## src/rtl/mul_div_unit_if.sv

```systemverilog
// mul_div_unit_if: operation request and HI/LO write bundle of the
// iterative multiply/divide engine.
interface mul_div_unit_if;
    logic        start;
    logic [2:0]  op;
    logic [31:0] rs_val;
    logic [31:0] rt_val;
    logic [31:0] hi_cur;
    logic [31:0] lo_cur;
    logic        busy;
    logic        done;
    logic [31:0] hi_out;
    logic [31:0] lo_out;
    logic        hi_write;
    logic        lo_write;

    modport master (
        output start, op, rs_val, rt_val, hi_cur, lo_cur,
        input  busy, done, hi_out, lo_out, hi_write, lo_write
    );

    modport slave (
        input  start, op, rs_val, rt_val, hi_cur, lo_cur,
        output busy, done, hi_out, lo_out, hi_write, lo_write
    );
endinterface

```

## src/rtl/mul_div_unit.sv

```systemverilog
// mul_div_unit: 32-iteration shift-add multiply / restoring divide, 33-cycle latency.
// Define MULDIV_MADD_EN to enable MADD/MADDU accumulate ops (100/101).
module mul_div_unit #(
    parameter int DATA_W = 32,
    parameter int ITERS  = 32
) (
    input logic           clk,
    input logic           rst_n,
    mul_div_unit_if.slave io_bus
);
    localparam int W  = DATA_W;
    localparam int CW = $clog2(ITERS);
    localparam logic [CW-1:0] LAST = CW'(ITERS - 1);

    typedef enum logic [1:0] {S_IDLE, S_CALC, S_FIX} state_t;

    state_t          r_state;
    state_t          w_next;
    logic [CW-1:0]   r_cnt;
    logic            r_div;
    logic            r_neg;
    logic            r_rs_neg;
    logic [W-1:0]    r_a;
    logic [W-1:0]    r_b;
    logic [2*W-1:0]  r_acc;
    logic            r_done;
    logic [W-1:0]    r_hi;
    logic [W-1:0]    r_lo;

    logic            w_legal;
    logic            w_accept;
    logic            w_sgn;
    logic            w_rs_neg;
    logic            w_rt_neg;
    logic [W-1:0]    w_a_mag;
    logic [W-1:0]    w_b_mag;
    logic            w_is_div;
    logic [W:0]      w_msum;
    logic [2*W-1:0]  w_mul_nx;
    logic [W:0]      w_shl;
    logic            w_ge;
    logic [W-1:0]    w_sub;
    logic [2*W-1:0]  w_div_nx;
    logic [2*W-1:0]  w_prod;
    logic [2*W-1:0]  w_mres;
    logic [W-1:0]    w_q;
    logic [W-1:0]    w_r;

`ifdef MULDIV_MADD_EN
    logic            r_madd;
    logic [W-1:0]    r_hic;
    logic [W-1:0]    r_loc;
    assign w_legal = !io_bus.op[2] || (io_bus.op[2:1] == 2'b10);
`else
    assign w_legal = !io_bus.op[2];
`endif

    assign w_accept = io_bus.start && w_legal &&
                      (r_state == S_IDLE || r_state == S_FIX);

    // Even opcodes are the signed variants
    assign w_sgn    = !io_bus.op[0];
    assign w_rs_neg = w_sgn && io_bus.rs_val[W-1];
    assign w_rt_neg = w_sgn && io_bus.rt_val[W-1];
    assign w_a_mag  = w_rs_neg ? -io_bus.rs_val : io_bus.rs_val;
    assign w_b_mag  = w_rt_neg ? -io_bus.rt_val : io_bus.rt_val;
    assign w_is_div = (io_bus.op[2:1] == 2'b01);

    assign w_msum   = {1'b0, r_acc[2*W-1:W]} + (r_acc[0] ? {1'b0, r_a} : '0);
    assign w_mul_nx = {w_msum, r_acc[W-1:1]};

    assign w_shl    = r_acc[2*W-1:W-1];
    assign w_ge     = (w_shl >= {1'b0, r_b});
    assign w_sub    = w_shl[W-1:0] - r_b;
    assign w_div_nx = w_ge ? {w_sub, r_acc[W-2:0], 1'b1}
                           : {w_shl[W-1:0], r_acc[W-2:0], 1'b0};

    assign w_prod = r_neg ? -r_acc : r_acc;
`ifdef MULDIV_MADD_EN
    assign w_mres = r_madd ? (w_prod + {r_hic, r_loc}) : w_prod;
`else
    assign w_mres = w_prod;
`endif

    // Zero divisor: restoring loop already leaves |rs| as remainder
    assign w_q = (r_b == '0) ? '1 :
                 (r_neg ? -r_acc[W-1:0] : r_acc[W-1:0]);
    assign w_r = r_rs_neg ? -r_acc[2*W-1:W] : r_acc[2*W-1:W];

    always_comb begin
        w_next = r_state;
        unique case (r_state)
            S_IDLE:  if (w_accept) w_next = S_CALC;
            S_CALC:  if (r_cnt == LAST) w_next = S_FIX;
            S_FIX:   w_next = w_accept ? S_CALC : S_IDLE;
            default: w_next = S_IDLE;
        endcase
    end

    always_ff @(posedge clk) begin
        if (!rst_n) r_state <= S_IDLE;
        else        r_state <= w_next;
    end

    always_ff @(posedge clk) begin
        if (!rst_n) begin
            r_cnt    <= '0;
            r_div    <= 1'b0;
            r_neg    <= 1'b0;
            r_rs_neg <= 1'b0;
            r_a      <= '0;
            r_b      <= '0;
            r_acc    <= '0;
            r_done   <= 1'b0;
            r_hi     <= '0;
            r_lo     <= '0;
`ifdef MULDIV_MADD_EN
            r_madd   <= 1'b0;
            r_hic    <= '0;
            r_loc    <= '0;
`endif
        end else begin
            r_done <= 1'b0;
            if (w_accept) begin
                r_cnt    <= '0;
                r_div    <= w_is_div;
                r_neg    <= w_rs_neg ^ w_rt_neg;
                r_rs_neg <= w_rs_neg;
                r_a      <= w_a_mag;
                r_b      <= w_b_mag;
                r_acc    <= {{W{1'b0}}, w_is_div ? w_a_mag : w_b_mag};
`ifdef MULDIV_MADD_EN
                r_madd   <= io_bus.op[2];
                r_hic    <= io_bus.hi_cur;
                r_loc    <= io_bus.lo_cur;
`endif
            end else if (r_state == S_CALC) begin
                r_cnt <= r_cnt + 1'b1;
                r_acc <= r_div ? w_div_nx : w_mul_nx;
            end
            if (r_state == S_FIX) begin
                r_done <= 1'b1;
                r_hi   <= r_div ? w_r : w_mres[2*W-1:W];
                r_lo   <= r_div ? w_q : w_mres[W-1:0];
            end
        end
    end

    assign io_bus.busy     = (r_state != S_IDLE);
    assign io_bus.done     = r_done;
    assign io_bus.hi_write = r_done;
    assign io_bus.lo_write = r_done;
    assign io_bus.hi_out   = r_hi;
    assign io_bus.lo_out   = r_lo;
endmodule

```

## src/flat_wrapper.sv

```systemverilog
// flat-port wrapper written by rule: the top's interface ports become plain ports
module mul_div_unit_flat 
#(
    parameter int DATA_W = 32,
    parameter int ITERS  = 32
)
  (clk, rst_n, io_bus_start, io_bus_op, io_bus_rs_val, io_bus_rt_val, io_bus_hi_cur, io_bus_lo_cur, io_bus_busy, io_bus_done, io_bus_hi_out, io_bus_lo_out, io_bus_hi_write, io_bus_lo_write);
  mul_div_unit_if io_bus_i ();
  input logic clk;
  input logic rst_n;
  input wire logic [$bits(io_bus_i.start)-1:0] io_bus_start;
  input wire logic [$bits(io_bus_i.op)-1:0] io_bus_op;
  input wire logic [$bits(io_bus_i.rs_val)-1:0] io_bus_rs_val;
  input wire logic [$bits(io_bus_i.rt_val)-1:0] io_bus_rt_val;
  input wire logic [$bits(io_bus_i.hi_cur)-1:0] io_bus_hi_cur;
  input wire logic [$bits(io_bus_i.lo_cur)-1:0] io_bus_lo_cur;
  output wire logic [$bits(io_bus_i.busy)-1:0] io_bus_busy;
  output wire logic [$bits(io_bus_i.done)-1:0] io_bus_done;
  output wire logic [$bits(io_bus_i.hi_out)-1:0] io_bus_hi_out;
  output wire logic [$bits(io_bus_i.lo_out)-1:0] io_bus_lo_out;
  output wire logic [$bits(io_bus_i.hi_write)-1:0] io_bus_hi_write;
  output wire logic [$bits(io_bus_i.lo_write)-1:0] io_bus_lo_write;
  assign io_bus_i.start = io_bus_start;
  assign io_bus_i.op = io_bus_op;
  assign io_bus_i.rs_val = io_bus_rs_val;
  assign io_bus_i.rt_val = io_bus_rt_val;
  assign io_bus_i.hi_cur = io_bus_hi_cur;
  assign io_bus_i.lo_cur = io_bus_lo_cur;
  assign io_bus_busy = io_bus_i.busy;
  assign io_bus_done = io_bus_i.done;
  assign io_bus_hi_out = io_bus_i.hi_out;
  assign io_bus_lo_out = io_bus_i.lo_out;
  assign io_bus_hi_write = io_bus_i.hi_write;
  assign io_bus_lo_write = io_bus_i.lo_write;
  mul_div_unit #(.DATA_W(DATA_W), .ITERS(ITERS)) u_core (.clk(clk), .rst_n(rst_n), .io_bus(io_bus_i));
endmodule
```

## config.mk

```make
export PLATFORM = sky130hd
export DESIGN_NAME = mul_div_unit_flat
export DESIGN_NICKNAME = d
export VERILOG_FILES = /design/src/rtl/mul_div_unit_if.sv /design/src/rtl/mul_div_unit.sv /design/src/flat_wrapper.sv
export SDC_FILE = /design/constraint.sdc
export NUM_CORES = 1
export LEC_CHECK = 0
export CAP_MARGIN = 10
export CORE_ASPECT_RATIO = 0.5
export CORE_MARGIN = 5
export CORE_UTILIZATION = 50
export DETAILED_ROUTE_END_ITERATION = 10
export PLACE_DENSITY = 0.79
export SLEW_MARGIN = 20
export SYNTH_ARGS = -nofsm -noshare
export SYNTH_HDL_FRONTEND = slang
export SYNTH_SLANG_ARGS = --single-unit
```

## constraint.sdc

```tcl
create_clock -name clk -period 8.9 [get_ports clk]
set_input_delay 1.78 -clock clk [delete_from_list [all_inputs] [get_ports clk]]
set_output_delay 1.78 -clock clk [all_outputs]
set_load 0.1 [all_outputs]
```

# Word-level counts from Yosys, hierarchy flattened
# Cells that the tools add are included.
[op_classes]
n_addsub = 8
multipliers = 0
div = 0
order_cmp = 1
n_eq_ne = 6
n_shift = 0
muxes = 19
bitwise = 2
n_reduce_logical = 13
[ops]
columns = ["cell", "n"]
rows = [
  ["32-bit 2-to-1 mux", 11],
  ["64-bit 2-to-1 mux", 3],
  ["32-bit negator", 4],
  ["64-bit negator", 1],
  ["32-bit by 32-bit adder with 33-bit output", 1],
  ["33-bit by 32-bit >= comparator with 1-bit output", 1],
  ["32-bit zero test", 1],
  ["32-bit subtractor", 1],
  ["2-bit case mux with 3 select lines", 1],
  ["5-bit by 1-bit adder with 5-bit output, second input constant", 1],
  ["5-bit == test, second input constant", 1],
  ["2-bit by 1-bit == test with 1-bit output, second input constant", 2],
  ["1-bit logical AND", 4],
  ["2-bit 2-to-1 mux", 2],
  ["2-bit by 1-bit inequality test with 1-bit output, second input constant", 2],
  ["2-bit nonzero test", 2],
  ["2-bit == test, second input constant", 1],
  ["1-bit zero test", 2],
  ["2-bit zero test", 1],
  ["1-bit 2-to-1 mux", 2],
  ["2-bit AND reduction", 1],
  ["2-bit OR reduction", 1],
  ["1-bit logical OR", 1],
  ["1-bit inverter", 1],
  ["1-bit XOR", 1],
]
[word_totals]
ff_bits = 203
latch_bits = 0
ram_bits = 0
rom_bits = 0
input_bits = 134
output_inout_bits = 68
word_cells = 61
memories = 0

# Depth between registers and ports, before layout
[logic_depth]
depth_word = 5
mapped_depth = 14
mapped_depth_nobuf = 13

# Worst setup path after synthesis
# OpenSTA, ideal clock, no wires.
[synth_timing]
path_type = "input to register"
startpoint = "input port io_bus_rs_val[1]"
endpoint = "register u_core.r_acc[28]"
setup_ps = 70
arrival_time_ps = 4351
t_required_ps = 8830
path_slack_ps = 4479
stages = 11
path_buffers = 0
path_cell_list = "inv_1 ha_1 or3b_2 nor4_1 nand2_1 o31ai_1 a21boi_1 xnor2_1 nor2b_1 or3_1 a21oi_1"
[synth_via]
elab_chain_cells = 4
[synth_lines]
columns = ["element", "line_no", "rtl"]
rows = [
  ["start: declaration", "flat_wrapper.sv:13", "input wire logic [$bits(io_bus_i.rs_val)-1:0] io_bus_rs_val;"],
  ["32-bit negator", "mul_div_unit.sv:65", "assign w_a_mag = w_rs_neg ? -io_bus.rs_val : io_bus.rs_val;"],
  ["32-bit 2-to-1 mux", "mul_div_unit.sv:65", ""],
  ["32-bit 2-to-1 mux", "mul_div_unit.sv:131", "r_acc <= {{W{1'b0}}, w_is_div ? w_a_mag : w_b_mag};"],
  ["32-bit 2-to-1 mux", "mul_div_unit.sv:124", "if (w_accept) begin"],
  ["end signal: assignment", "mul_div_unit.sv:131", ""],
  ["end signal: assignment", "mul_div_unit.sv:139", "r_acc <= r_div ? w_div_nx : w_mul_nx;"],
  ["end: declaration", "mul_div_unit.sv:25", "logic [2*W-1:0] r_acc;"],
]
# Every way passes these cells.
# A chain may end at the register's enable or synchronous reset.

# Worst setup path after layout
[layout_timing]
startpoint = "input port io_bus_rs_val[0]"
endpoint = "register u_core.r_acc[26]"
# Same word-level chain as after synthesis.

==> summary.md <==
| Metric | Value |
|---|---|
| Final period utilization | 54.85% |
| Fin crit period | slightly below 5 ns |
| VDD IR-drop max | 0.1578 mV |
| Final Max Slew Viols | 0 |
| Clk_skew | 0.01766 ns |
| GP Congestion | 1.011 |
| Required time worst endpoint | 9.33 ns |
| Slew @ Worst Pin | ~1.2 ns |
| Die height | 133.4 um |
| Post-route ant nets | 0 |
| Final WS setup | 4.019 ns |
| First-iteration detailed-routing DRC count | between 1.5k and 2k |
| CP Cell Sequence | clkdlybuf4s50_1, inv_1, ha_1, or3b_2, nor4_1, buf_4, nand2_1, o31ai_1, o21ai_0, xor2_1, mux2i_1, a211oi_1 |
| Synth warnings | 0 |
| DRT Pass-1 Iters | 6 |
| Initial antenna violation count | 1 |
| Max-cap viol count | 0 |
| Dpl cells | 2463 |
| Final Setup Violations | 0 |
| Register bit total from synthesis | 203 |
| Total Power | about 2.7 mW |
| Place WS | 3.589 ns |
| Site Rows | 45 |
| Vias in the first global route | 14.05k |
| Synthesized area | around 15000 um^2 |
| Core Box Area | 30180 um^2 |
| Fin util | 57.56% |
| Total track usage | 28.83% |
| Sequential standard cell area | 4068 um^2 |
| Post-synth top area cell | dfxtp_1 |
| DP Wirelength | between 30000 and 40000 um |
| Largest cells by area after synthesis | dfxtp_1 (27%), a21oi_1 (6.9%), ha_1 (5.8%) |
| Finished Layout Cells | 2500 |
| Final hold violation count | 0 |
| Number of port buffers | approximately 140 |
| Layout area overhead | 14.15% |
| Clock transition at path regs | 0.06 ns |
| Ys flop type | dfxtp_1 |
| Post-synth top cells | a21oi_1 (210), dfxtp_1 (203), nand2_1 (199) |
| IO Pins | a little over 200 |
| Share of the synthesized area in the top cell type | 26.70% |
| DRT Wirelength | 52210 um |
| N_diodes | 0 |
| Nets | 2293 |
| Final instance area | 17370 um^2 |
| Gate Count Post-Synth | 2053 |
| Mean routed wirelength per cell | ~21 um |
| Fraction of layout instances using a drive strength above 1 | 4.141% |
| RSZ-0062 raised after global routing | no |
| Final hold slack | 0.4509 ns |
| Outcome | completed |
| Multi-input gate area | 10380 um^2 |
| Avg Inst Size Synth | approximately 7.4 um^2 |
| Worst hold path type | reg -> reg |
| H-tree depth | 1 |
| Grt ovf | 0 |
| CTS Buf Count | 21 |
| Post-DR vias/cell | 6.234 |
| Vias | between 15k and 20k |
| Cell variety after synth | 72 |
| Lkg Pwr | 6.564 nW |
| Hold_buf cts | 0 |
| Most common cell in the synthesized netlist | a21oi_1 |
| First-pass GRT wire length | 80380 um |
| Power density over the cells | 155.9 nW/um^2 |
| Arr. time, crit path | 5.31 ns |
| CTS tree | built |
| Initial core utilization | 50.43% |
| Clock buffer depth | 3 |
| Post_cts resized | 0 |
| Number of synthesized flops with an enable pin | 0 |
| Cell area after placement | 16680 um^2 |
| FILL cells | ~2.9k |
| Clock sinks | 203 |
| Worst Setup Start Kind | input port |
| Critical Path Sink Type | flop |
| DRC Markers | 0 |
| Fmax | slightly above 0.2 GHz |
| Sequential fraction of the synthesis area | a little over a quarter |
| Post-CTS Setup Inserts | 0 |
| Syn Nets | 2259 |
| Setup_tns | 0 ns |
| Chip width | 256.7 um |
| CP max FO | 6 |
| Largest net degree at the start of global routing | 95 |
| Clock latency at the later pin of the worst-skew pair | 0.54 ns |
| Post-synthesis async set-or-reset flop share | 0% |
| Worst setup path class | in -> reg |
| Root Driver | clkbuf_16 |
| Slew HR | 22.74% |
| Full die area | between 30000 and 40000 um^2 |
| Max incr delay on CP | 0.72 ns |
| Slowest stage cell, crit path | o31ai_1 |
## cells by family after synthesis
family	synth area share [%]
adder cells (fa/ha/maj)	6.018
buffers and inverters	5.360
XOR/XNOR	9.438
AO/OA/AOI/OAI	27.54
AND/OR/NAND/NOR	21.15
flip-flops	26.70
multiplexers	3.790
## layer usage
metal  global-route usage, %  share of wire (%)
met1                   43.28                 47
met2                   42.76                 42
met5                   1.667               0.15
met4                   5.569                1.9
met3                   5.871                9.4
## worst max-delay path, delay by kind of cell
kind            cells  cell delay, ns
simple gates        3            0.78
xor+xnor            1            0.37
buf+inv             3            0.80
compound gates      3            1.25
mux                 1            0.16
fa+ha+maj           1            0.16
## cell type report
type                            instances  area share, %
Inverter                               69          1.498
Multi-Input combinational cell       1639          59.73
Tap cell                              399          2.874
Timing Repair Buffer                  153          8.528
Sequential cell                       203          23.42
Clock buffer                           27          3.385
Clock inverter                         10         0.5690
## path summary, 6_finish.rpt
check,from,end,slack [ns],cells past startpoint
max,io_bus_rs_val[0],u_core.r_acc[26]$_SDFFE_PN0P_,4.02,12
min,u_core.io_bus.hi_out[18]$_SDFFE_PN0P_,u_core.io_bus.hi_out[18]$_SDFFE_PN0P_,0.45,2
max reg2reg,u_core.r_acc[32]$_SDFFE_PP0P_,u_core.r_acc[62]$_SDFFE_PP0P_,4.36,10
min reg2reg,u_core.io_bus.hi_out[18]$_SDFFE_PN0P_,u_core.io_bus.hi_out[18]$_SDFFE_PN0P_,0.45,2
## placed cells by master (no fill, tap or decap), types with 7 or more instances in the layout
cell type	instances
o21ai_0	170
dfxtp_1	202
o41ai_1	10
nor2b_1	15
clkdlybuf4s50_1	135
nand3_1	26
or3_1	17
nand2_1	198
and3_1	10
nand2b_1	11
o31ai_1	27
a21o_1	32
clkbuf_16	21
ha_1	70
nand4_1	18
a21oi_1	209
buf_4	16
nor4_1	32
o21ai_1	9
a31oi_1	20
o22ai_1	11
xor2_1	93
a211oi_1	93
inv_1	68
o21bai_1	9
nor3b_1	7
and2_1	42
o211ai_1	29
or4_1	13
o21a_1	11
mux2i_1	52
xnor2_1	71
nor2_1	191
nor3_1	44
## state kept, by name, indices dropped and copies added, names as in the netlist, 2 cells and up
register,count
u_core.r_a,32
u_core.r_state,2
u_core.r_b,32
u_core.io_bus.lo_out,32
u_core.r_cnt,5
u_core.io_bus.hi_out,32
u_core.r_acc,64
## where the power goes
group          switching [mW]  leakage, nW  internal (mW)
clock                   0.408        0.342          0.502
sequential             0.0696         1.65          0.950
combinational           0.489         4.57          0.290
total                   0.966         6.56           1.74
(Power assumes the default switching activity.)
